$ cat src/rtl/even_check_sched.sv
// even_check_sched: round-robin scheduler sharing one even/odd checker among
// N_REQ byte requesters, with a single response channel and saturating
// even/odd tallies.
module even_check_sched #(
  parameter int N_REQ  = 4,
  parameter int DATA_W = 8,
  parameter int CNT_W  = 16,
  localparam int ID_W  = (N_REQ > 1) ? $clog2(N_REQ) : 1
) (
  input  logic                      clk,
  input  logic                      rst,
  input  logic [N_REQ-1:0]          req_valid,
  input  logic [N_REQ*DATA_W-1:0]   req_data,
  output logic [N_REQ-1:0]          req_ready,
  output logic                      rsp_valid,
  input  logic                      rsp_ready,
  output logic [ID_W-1:0]           rsp_id,
  output logic [DATA_W-1:0]         rsp_data,
  output logic                      rsp_even,
  input  logic                      cnt_clr,
  output logic [CNT_W-1:0]          even_cnt,
  output logic [CNT_W-1:0]          odd_cnt,
  output logic                      busy
);

  typedef enum logic [1:0] {
    IDLE  = 2'd0,
    CHECK = 2'd1,
    RESP  = 2'd2
  } state_t;

  localparam int unsigned NR = N_REQ;

  state_t              state, state_nxt;
  logic [ID_W-1:0]     rr_ptr;
  logic [ID_W-1:0]     lat_id;
  logic [DATA_W-1:0]   lat_data;
  logic                grant_found;
  logic [ID_W-1:0]     grant_id;
  logic                accept;
  logic [ID_W-1:0]     ptr_after;

  // Round-robin search from rr_ptr plus next-state / grant decode.
  always_comb begin
    int unsigned idx;
    state_nxt   = state;
    req_ready   = '0;
    grant_found = 1'b0;
    grant_id    = '0;
    idx         = 0;
    for (int unsigned k = 0; k < NR; k++) begin
      idx = 32'(rr_ptr) + k;
      if (idx >= NR) idx = idx - NR;
      if (!grant_found && req_valid[ID_W'(idx)]) begin
        grant_found = 1'b1;
        grant_id    = ID_W'(idx);
      end
    end
    case (state)
      IDLE: begin
        if (grant_found) begin
          req_ready[grant_id] = 1'b1;
          state_nxt           = CHECK;
        end
      end
      CHECK:   state_nxt = RESP;
      RESP:    if (rsp_ready) state_nxt = IDLE;
      default: state_nxt = IDLE;
    endcase
  end

  assign accept    = (state == RESP) && rsp_ready;
  assign ptr_after = (rsp_id == ID_W'(N_REQ - 1)) ? '0 : rsp_id + 1'b1;
  assign busy      = (state != IDLE);

  // State register.
  always_ff @(posedge clk or posedge rst) begin
    if (rst) state <= IDLE;
    else     state <= state_nxt;
  end

  // Grant capture, check result and response channel, RR pointer update.
  always_ff @(posedge clk or posedge rst) begin
    if (rst) begin
      lat_id    <= '0;
      lat_data  <= '0;
      rsp_valid <= 1'b0;
      rsp_id    <= '0;
      rsp_data  <= '0;
      rsp_even  <= 1'b0;
      rr_ptr    <= '0;
    end else begin
      case (state)
        IDLE: begin
          if (grant_found) begin
            lat_id   <= grant_id;
            lat_data <= req_data[int'(grant_id)*DATA_W +: DATA_W];
          end
        end
        CHECK: begin
          rsp_valid <= 1'b1;
          rsp_id    <= lat_id;
          rsp_data  <= lat_data;
          rsp_even  <= ~lat_data[0];
        end
        RESP: begin
          if (rsp_ready) begin
            rsp_valid <= 1'b0;
            rr_ptr    <= ptr_after;
          end
        end
        default: rsp_valid <= 1'b0;
      endcase
    end
  end

  // Saturating tallies of accepted responses; clear beats increment.
  always_ff @(posedge clk or posedge rst) begin
    if (rst) begin
      even_cnt <= '0;
      odd_cnt  <= '0;
    end else if (cnt_clr) begin
      even_cnt <= '0;
      odd_cnt  <= '0;
    end else if (accept) begin
      if (rsp_even) begin
        if (even_cnt != '1) even_cnt <= even_cnt + 1'b1;
      end else begin
        if (odd_cnt != '1) odd_cnt <= odd_cnt + 1'b1;
      end
    end
  end

endmodule

$ cat config.mk
export PLATFORM = sky130hd
export DESIGN_NAME = even_check_sched
export DESIGN_NICKNAME = d
export VERILOG_FILES = /design/src/rtl/even_check_sched.sv
export SDC_FILE = /design/constraint.sdc
export NUM_CORES = 1
export LEC_CHECK = 0
export ABC_AREA = 1
export ABC_CLOCK_PERIOD_IN_PS = 2700
export CAP_MARGIN = 40
export CORE_ASPECT_RATIO = 2
export CORE_MARGIN = 2
export CORE_UTILIZATION = 51
export CTS_BUF_LIST = sky130_fd_sc_hd__clkbuf_8
export DETAILED_ROUTE_END_ITERATION = 10
export PLACE_DENSITY = 0.85
export SETUP_SLACK_MARGIN = 0.3
export SYNTH_ARGS = -nofsm -noshare
export SYNTH_HDL_FRONTEND = slang
export SYNTH_SLANG_ARGS = --single-unit
$ cat constraint.sdc
create_clock -name clk -period 2.7 [get_ports clk]
set_clock_uncertainty 0.05 [all_clocks]
set_input_delay 0.81 -clock clk [delete_from_list [all_inputs] [get_ports clk]]
set_output_delay 0.81 -clock clk [all_outputs]
set_load 0.05 [all_outputs]
# After elaboration in Yosys (flattened, before gate mapping)
# Cells that the tools add are included.
# totals
regBits,58
output_inout_bits,49
wordCells,99
# op_classes
addsub,10
n_lt_le_gt_ge,10
eq_ne,8
shift,1
n_mux,38
bitwise_logic,2
reduce_logical,20
# ops
op,n
$mux W16,8
$add A16 B1 Y16 const B,2
$ne A16 B16 Y1 const B,2
$shiftx A32 B6 Y8,1
$mux W2,11
$lt A2 B3 Y1 const B,5
$mux W1,10
$reduce_bool A2 Y1,5
$ge A3 B3 Y1 const B,3
$bmux W1 S2,4
$mux W4,2
$reduce_and A2 Y1,4
$sub A2 B1 Y2 const B,4
$add A2 B2 Y3 const B,2
$pmux W2 S3,1
$reduce_and A3 Y1,2
$logic_and A1 B1 Y1,5
$eq A2 B2 Y1 const B,2
$ne A2 B2 Y1 const B,2
$add A2 B1 Y3 const B,1
$ge A2 B3 Y1 const B,1
$logic_not A1 Y1,3
$pmux W1 S3,1
$add A2 B1 Y2 const B,1
6 further kinds,7

# Longest topological paths before layout
# Gate-level depths: netlist of the first run.
# depth
word_depth,20
ltp_mapped,16
depth_no_buf,15

# Worst setup path after synthesis of the first run
# OpenSTA, ideal clock, no wires.
# synth_path
kind,input port to output port
startpoint,input req_valid[3]
endpoint,output req_ready[2]
t_arrival_ps,2724
setup_slack_ps,-884
cell_stages,10
n_path_buf,1
cell_sequence,inv_1 > nand2_2 > nand3_1 > nand2_2 > nor2_4 > nand3_2 > nor2_1 > nor2_1 > buf_2 > nor3_1
# synth_via
elab_chain_len,18
word_cells_on_any_way,29
classes_between,2 x order compare; 20 x mux; 7 x reduce/logical
# synth_rtl
element,line,text
"start, declared",12,"input logic [N_REQ-1:0] req_valid,"
$bmux W1 S2,54,if (!grant_found && req_valid[ID_W'(idx)]) begin
$mux W1 (not written as such),54,
$mux W1,54,
$logic_not A1 Y1,54,
$logic_and A1 B1 Y1,54,
$mux W1,54,
$logic_not A1 Y1,54,
$logic_and A1 B1 Y1,54,
(+2 left out),-,
$logic_and A1 B1 Y1,54,
$mux W2,54,
$lt A2 B3 Y1 (not written as such) / $ge A2 B1 Y1 (equally long branches),62,req_ready[grant_id] = 1'b1;
$logic_and A1 B1 Y1 (not written as such),62,
$mux W1 (not written as such),62,
$demux W1 S2,62,
$mux W4 (*),61,if (grant_found) begin
$mux W4 (*),59,case (state)
"end, declared",14,"output logic [N_REQ-1:0] req_ready,"
# Mark *: on every way between the ends. The rest lies on a longest branch, timed or not. The select of a mux whose other input is x is not followed.

# Final worst setup path of the first run
# layout_path
startpoint,input req_valid[0]
endpoint,output req_ready[1]
# Same word-level chain as after synthesis.

==> run metrics, run 1 <==
mapped cell area=3505 um^2; worst setup path startpoint=req_valid[0]; relative slew slack=54.68%; CP max FO=2; largest net degree at the start of global routing=47; status=complete, but fails checks; cell taking the most area after synthesis=dfrtp_1; initial DRC count=283; syn_nets=538; DR vias=3,800; Worst R2R Path Depth=17; worst setup margin=-0.3967 ns; reg2reg start=rr_ptr[0]$_DFFE_PP0P_; Total Nets Final=657; dominant register cell in the synthesized netlist=dfrtp_1; top cells by count, synth=205 x nand2_1, 58 x dfrtp_1, 37 x nand3_1; final period utilization=114.7%; Placed Area=4721 um^2; Synth Register Bits=58; htree depth=3; Req. time, crit path=1.84 ns; Tot GR Track Use=27.67%; HP Class=flop to flop; Die X=62.62 um; Setup crit start kind=input pin; Lkg Pwr=2.579 nW; global routing usage on met1=25.59%; Slew @ Worst Pin=0.6772 ns; clk_lat worst skew=0.34 ns; Worst EP arrival=2.24 ns; Peak VDD IR=1355 uV; RSZ-0062 raised after global routing=yes; met2 Track Usage GR=53.09%; syn avg cell area=7.080 um^2; DRT antenna net count=0; share of the synthesized area in the top cell type=41.41%; Max Cap Viol=0; synth unique cells=32; Final setup viols=4; diode count=0; Die Y=121.2 um; vias in the first global route=3,915; Design Area, Final=5115 um^2; area grow syn2layout=45.95%; CTS hold repair buffers=0; critical path class=input pin to output pin; Filler cells=529; # DRC=0; TritonCTS Buffers=9; WL final=10,100 um; pre-CTS setup slack=-0.7847 ns; GPL Wtd Cong=0.9434; clock sink total=58; Via density=5.390; violated checks=setup timing; crit path to=req_ready[1]; DP HPWL=7202 um; IO buf count=88; clk buf depth=2; YS warnings=0; top-count cell post-synth=nand2_1; maximum clock rate=0.3229 GHz; Syn Inst Count=495; Root Driver=clkbuf_8; WL per Instance=14.33 um; Final min period=3.097 ns; CTS tree=built; synth top area cells=dfrtp_1 41%, nand2_1 22%, nand3_1 5.3%; Initial Util=52.93%; Slew Viols, Final=0; Register-to-Register Setup Slack=0.39 ns; row cnt=42; fraction of layout cells with a size suffix above 1=19.61%; Reg clk slew, reported paths=0.06 ns; number of synthesized flops with an enable pin=0; Async S/R FF share, synth=100.0%; hold slack=0.4220 ns; DIE AREA=7591 um^2; GRT Max-Usage Layer=met2; First-pass DRT Iterations=4; core area=6621 um^2; endpoints failing hold=0; gr ovfl total=0; reg-to-reg endpoint=lat_data[6]$_DFFE_PP0P_; antenna violations before repair=0; CP endpoint kind=output pin; sequential element share of the synthesized area=41.41%; first-pass GRT wire length=16,690 um; setup tns final=-1.527 ns; I/O Pins=89; PD cells=1119 nW/um^2; met3 global-route usage=6.030%
==> timing repair <==
action	4_1_cts	5_1_grt
cloned	0	0
setup buffers	11	3
resized for setup	73	23
setup endpoints to repair	48	27
hold endpoints to repair	0	0
pin swaps	14	12
==> worst min path at each step <==
stage                       startpoint                      end  slack [ns]  cells past startpoint
3_5_place_dp   rsp_data[6]$_DFFE_PP0P_  rsp_data[6]$_DFFE_PP0P_        0.41                      2
6_report       rsp_data[5]$_DFFE_PP0P_  rsp_data[5]$_DFFE_PP0P_        0.42                      2
3_3_place_gp   rsp_data[5]$_DFFE_PP0P_  rsp_data[5]$_DFFE_PP0P_        0.40                      2
5_1_grt        lat_data[7]$_DFFE_PP0P_  lat_data[7]$_DFFE_PP0P_        0.45                      2
2_1_floorplan  lat_data[0]$_DFFE_PP0P_  lat_data[0]$_DFFE_PP0P_        0.40                      2
4_1_cts        rsp_data[6]$_DFFE_PP0P_  rsp_data[6]$_DFFE_PP0P_        0.43                      2
==> state kept, by name, indices dropped and copies added, names as in the netlist, 2 cells and up <==
name,flops
even_cnt,16
lat_data,8
lat_id,2
odd_cnt,16
rr_ptr,2
rsp_data,8
rsp_id,2
state,2
==> routing by layer <==
layer  up-vias  routed length, um
li1       1838                  -
met1      1753               3409
met2       172               5692
met3        37                604
met4         0                397
met5         -                  0
==> cell type report <==
class | instances | area, um^2 | share of cell area, %
Tap cell | 88 | 110.1 | 2.153
Inverter | 41 | 191.4 | 3.743
Sequential cell | 58 | 1454 | 28.42
Clock buffer | 10 | 137.6 | 2.691
Clock inverter | 4 | 68.82 | 1.345
Timing Repair Buffer | 124 | 1180 | 23.07
Multi-Input combinational cell | 380 | 1973 | 38.58
==> power by group <==
| part | switching, mW | total [mW] | internal [mW] | leakage [nW] |
|---|---|---|---|---|
| Combinational | 2.20 | 3.60 | 1.39 | 1.70 |
| Clock | 0.332 | 0.862 | 0.529 | 0.109 |
| Sequential | 0.177 | 1.27 | 1.09 | 0.765 |
==> critical path, cell delays in order <==
cell and delay, ns:
buf_2 0.15, inv_8 0.04, nand2_1 0.09, nand2_2 0.08, o21ai_2 0.20, nand3_2 0.14, nor2_2 0.16, nor2_2 0.06
buf_4 0.14, inv_4 0.05, nor2_4 0.03, inv_2 0.09, nor2_4 0.04, buf_12 0.14
==> cells in the final DEF (no fill, tap or decap), types with 5 or more instances in the layout <==
master	count
a21oi_1	9
buf_4	29
buf_6	8
clkbuf_8	10
clkdlybuf4s50_1	38
dfrtp_1	56
dlygate4sd2_1	35
dlymetal6s2s_1	7
inv_1	29
inv_2	7
nand2_1	186
nand2_2	20
nand3_1	34
nand4_1	10
nor2_1	23
nor2_2	5
nor3_1	11
o21ai_0	18
o31ai_1	13
xor2_1	9
==> metrics by stage <==
stage / instances / total power [mW] / util [%]
2_1_floorplan: 495 / 3.517 / -
3_3_place_gp: 677 / 4.359 / 71.30
3_5_place_dp: 677 / 4.436 / 71.30
4_1_cts: 702 / 5.557 / 75.93
5_1_grt: 705 / 6.098 / 77.25
6_report: 705 / 5.723 / 77.25
==> kinds of logic after synthesis <==
logic type / share of synthesized area (%)
buffers and inverters: 6.998
AO/OA/AOI/OAI: 8.532
adder cells (fa/ha/maj): 1.071
AND/OR/NAND/NOR: 38.99
flip-flops: 41.41
XOR/XNOR: 2.999
Power figures use the tool's default switching activity.
==> run 2: changes to the inputs <==
Settings changed: CORE_UTILIZATION 51 to 45, PLACE_DENSITY 0.85 to 0.76.
==> run 2 against run 1 <==
The run still ends with setup timing left. Fmax rose by 1.3%. Register-to-register slack improved by 0.07 ns. Sequential share of layout area fell by 0.38 points. Die area rose by 13%. Flip-flop and latch count did not move. Cell count rose by 1.3%. Largest power group unchanged. Cell area rose by 1.4%. First-iteration DRC count fell by 1.1%. Setup slack improved by 0.040 ns. Non-clock buffer count rose by 1. Total power rose by 1.5%. Combinational power barely moved. Critical endpoint is now req_ready[2].
==> run metrics, run 2 (synthesis results as in run 1) <==
First-pass DRT Iterations=4 (unchanged); endpoints failing hold=0 (unchanged); Final setup viols=4 (unchanged); Worst EP arrival=2.20 ns (-0.04 ns); DRT antenna net count=0 (unchanged); Die X=66.40 um (+6.0%); Seq pwr share=21.9% (-0.2 points); clk buf depth=2 (unchanged); IO buf count=88 (unchanged); critical path class=flop to output pin; switch share=47.38% (about the same); vias in the first global route=3,584 (-8.5%); clk_lat worst skew=0.34 ns (about the same); CTS tree=built; antenna violations before repair=0 (unchanged); final period utilization=113.2% (-1.5 points); Root Driver=clkbuf_8; placed cell count=689 (+1.8%); pre-CTS setup slack=-0.7416 ns (+0.04313 ns); CTS hold repair buffers=0 (unchanged); most used cell, CP=nand2_2; CP max-delay cell=dfrtp_2; most frequent cells in the layout=186 x nand2_1, 56 x dfrtp_1, 39 x dlygate4sd2_1, 36 x clkdlybuf4s50_1, 33 x nand3_1; commonest non-fill, non-tap cell in the layout=nand2_1; CP max FO=4 (+2); Final min period=3.057 ns (-0.03964 ns); maximum clock rate=0.3271 GHz (+1.3%); Total Nets Final=658 (+0.15%); initial DRC count=280 (-1.1%); worst setup margin=-0.3571 ns (+0.03964 ns); # DRC=0 (unchanged); RSZ-0062 raised after global routing=yes; Largest regs=even_cnt (16), odd_cnt (16); clock sink total=58 (unchanged); GPL Wtd Cong=0.9342 (-0.98%); P_int=3.056 mW (+1.6%); DP HPWL=7105 um (-1.4%); final design utilization=68.21% (-9.0 points); Peak VDD IR=1341 uV (-1.0%); area grow syn2layout=47.95%; max incr delay on CP=0.46 ns (+0.26 ns); Slew Viols, Final=0 (unchanged); DR vias=3,722 (-2.1%); Design Area, Final=5185 um^2 (+1.4%); Power Total=5.808 mW (+1.5%); htree depth=3 (unchanged); violated checks=setup timing; WL per Instance=13.67 um (-4.6%); Final Non-Filler Cells=714 (+1.3%); Setup crit start kind=flop; clock network power share=16.5% (+1.4 points); WL final=9761 um (-3.4%); relative slew slack=65.22% (+11 points); core area=7601 um^2 (+15%); Reg clk slew, reported paths=0.07 ns (about the same); Placed Area=4773 um^2 (+1.1%); Die Y=128.8 um (+6.2%); Initial Util=46.11% (-6.8 points); Tot GR Track Use=24.15% (-3.5 points); DIE AREA=8553 um^2 (+13%); Req. time, crit path=1.84 ns (about the same); I/O Pins=89 (unchanged); Lkg Pwr=2.580 nW (about the same); PD cells=1120 nW/um^2 (+0.12%); Slew @ Worst Pin=0.5237 ns (-0.1535 ns); Max Cap Viol=0 (unchanged); first-pass GRT wire length=16,030 um (-4.0%); HP Class=flop to flop; CP endpoint kind=output pin; TritonCTS Buffers=9 (unchanged); diode count=0 (unchanged); Logic pwr share=61.6% (-1.2 points); fraction of layout cells with a size suffix above 1=20.16% (+0.55 points); CP Cell Sequence=buf_4 > nand2_1 > nand2_2 > buf_4 > nand2_2 > nand2_2 > a21oi_2 > nand2_2 > nand2_4 > inv_6 > nor3_4 > buf_12; Via density=5.213 (-3.3%); row cnt=45 (+7.1%); status=complete, but fails checks; largest net degree at the start of global routing=59 (+26%); Net Switching=2.752 mW (+1.4%); gr ovfl total=0 (unchanged)
## run 2: timing repair
action | 4_1_cts | 5_1_grt
resized for setup | 84 | 25
pin swaps | 18 | 14
gates cloned | 0 | 0
setup buffers | 5 | 4
setup endpoints to repair | 52 | 13
## run 2: layout make-up
cell class                      count  area [um^2]
Clock buffer                        9        123.9
Clock inverter                      7        110.1
Fill cell                         667         2416
Inverter                           41        193.9
Multi-Input combinational cell    380         2014
Sequential cell                    58         1454
Tap cell                           94        117.6
Timing Repair Buffer              125         1171
## run 2: power by group through the flow
stage	clock (mW)	combinational, mW	sequential (mW)
after global routing	1.01	3.90	1.29
final	0.957	3.58	1.27
after CTS	0.978	3.38	1.27
after floorplan	0	1.93	1.59
after detailed placement	0	3.21	1.27
after global placement	0	3.14	1.26
## run 2: critical path: cells and delay by family (launching register included)
| kind | cells | cell delay (ns) |
|---|---|---|
| buf+inv | 4 | 0.51 |
| compound gates | 1 | 0.15 |
| flops | 1 | 0.46 |
| simple gates | 7 | 0.71 |
## run 2: final timing paths
| path | startpoint | to | slack, ns | cells after the start |
|---|---|---|---|---|
| worst max register to register | rr_ptr[0]$_DFFE_PP0P_ | lat_data[5]$_DFFE_PP0P_ | 0.46 | 17 |
| min in group asynchronous | rst | odd_cnt[1]$_DFFE_PP0P_ | 0.78 | 3 |
| worst min-delay path | rsp_data[3]$_DFFE_PP0P_ | rsp_data[3]$_DFFE_PP0P_ | 0.41 | 2 |
| worst max-delay path | rr_ptr[0]$_DFFE_PP0P_ | req_ready[2] | -0.36 | 12 |
| max in group asynchronous | rst | rsp_data[3]$_DFFE_PP0P_ | 1.55 | 3 |
| worst min register to register | rsp_data[3]$_DFFE_PP0P_ | rsp_data[3]$_DFFE_PP0P_ | 0.41 | 2 |
## run 2: metrics by stage
stage | hold slack (ns) | setup TNS, ns
after global routing | 0.4426 | -1.735
final | 0.4136 | -1.343
after floorplan | 0.3992 | -0.6007
after CTS | 0.4243 | -1.386
after detailed placement | 0.4125 | -4.423
after global placement | 0.4044 | -3.803
## run 2: routing by layer
layer  vias up  routed length (um)  global-route usage (%)
li1       1838                   -                       -
met1      1735                3352                   23.28
met2       126                5668                   46.59
met3        23                 501                   5.944
met4         0                 239                   9.844
met5         -                   0                       0
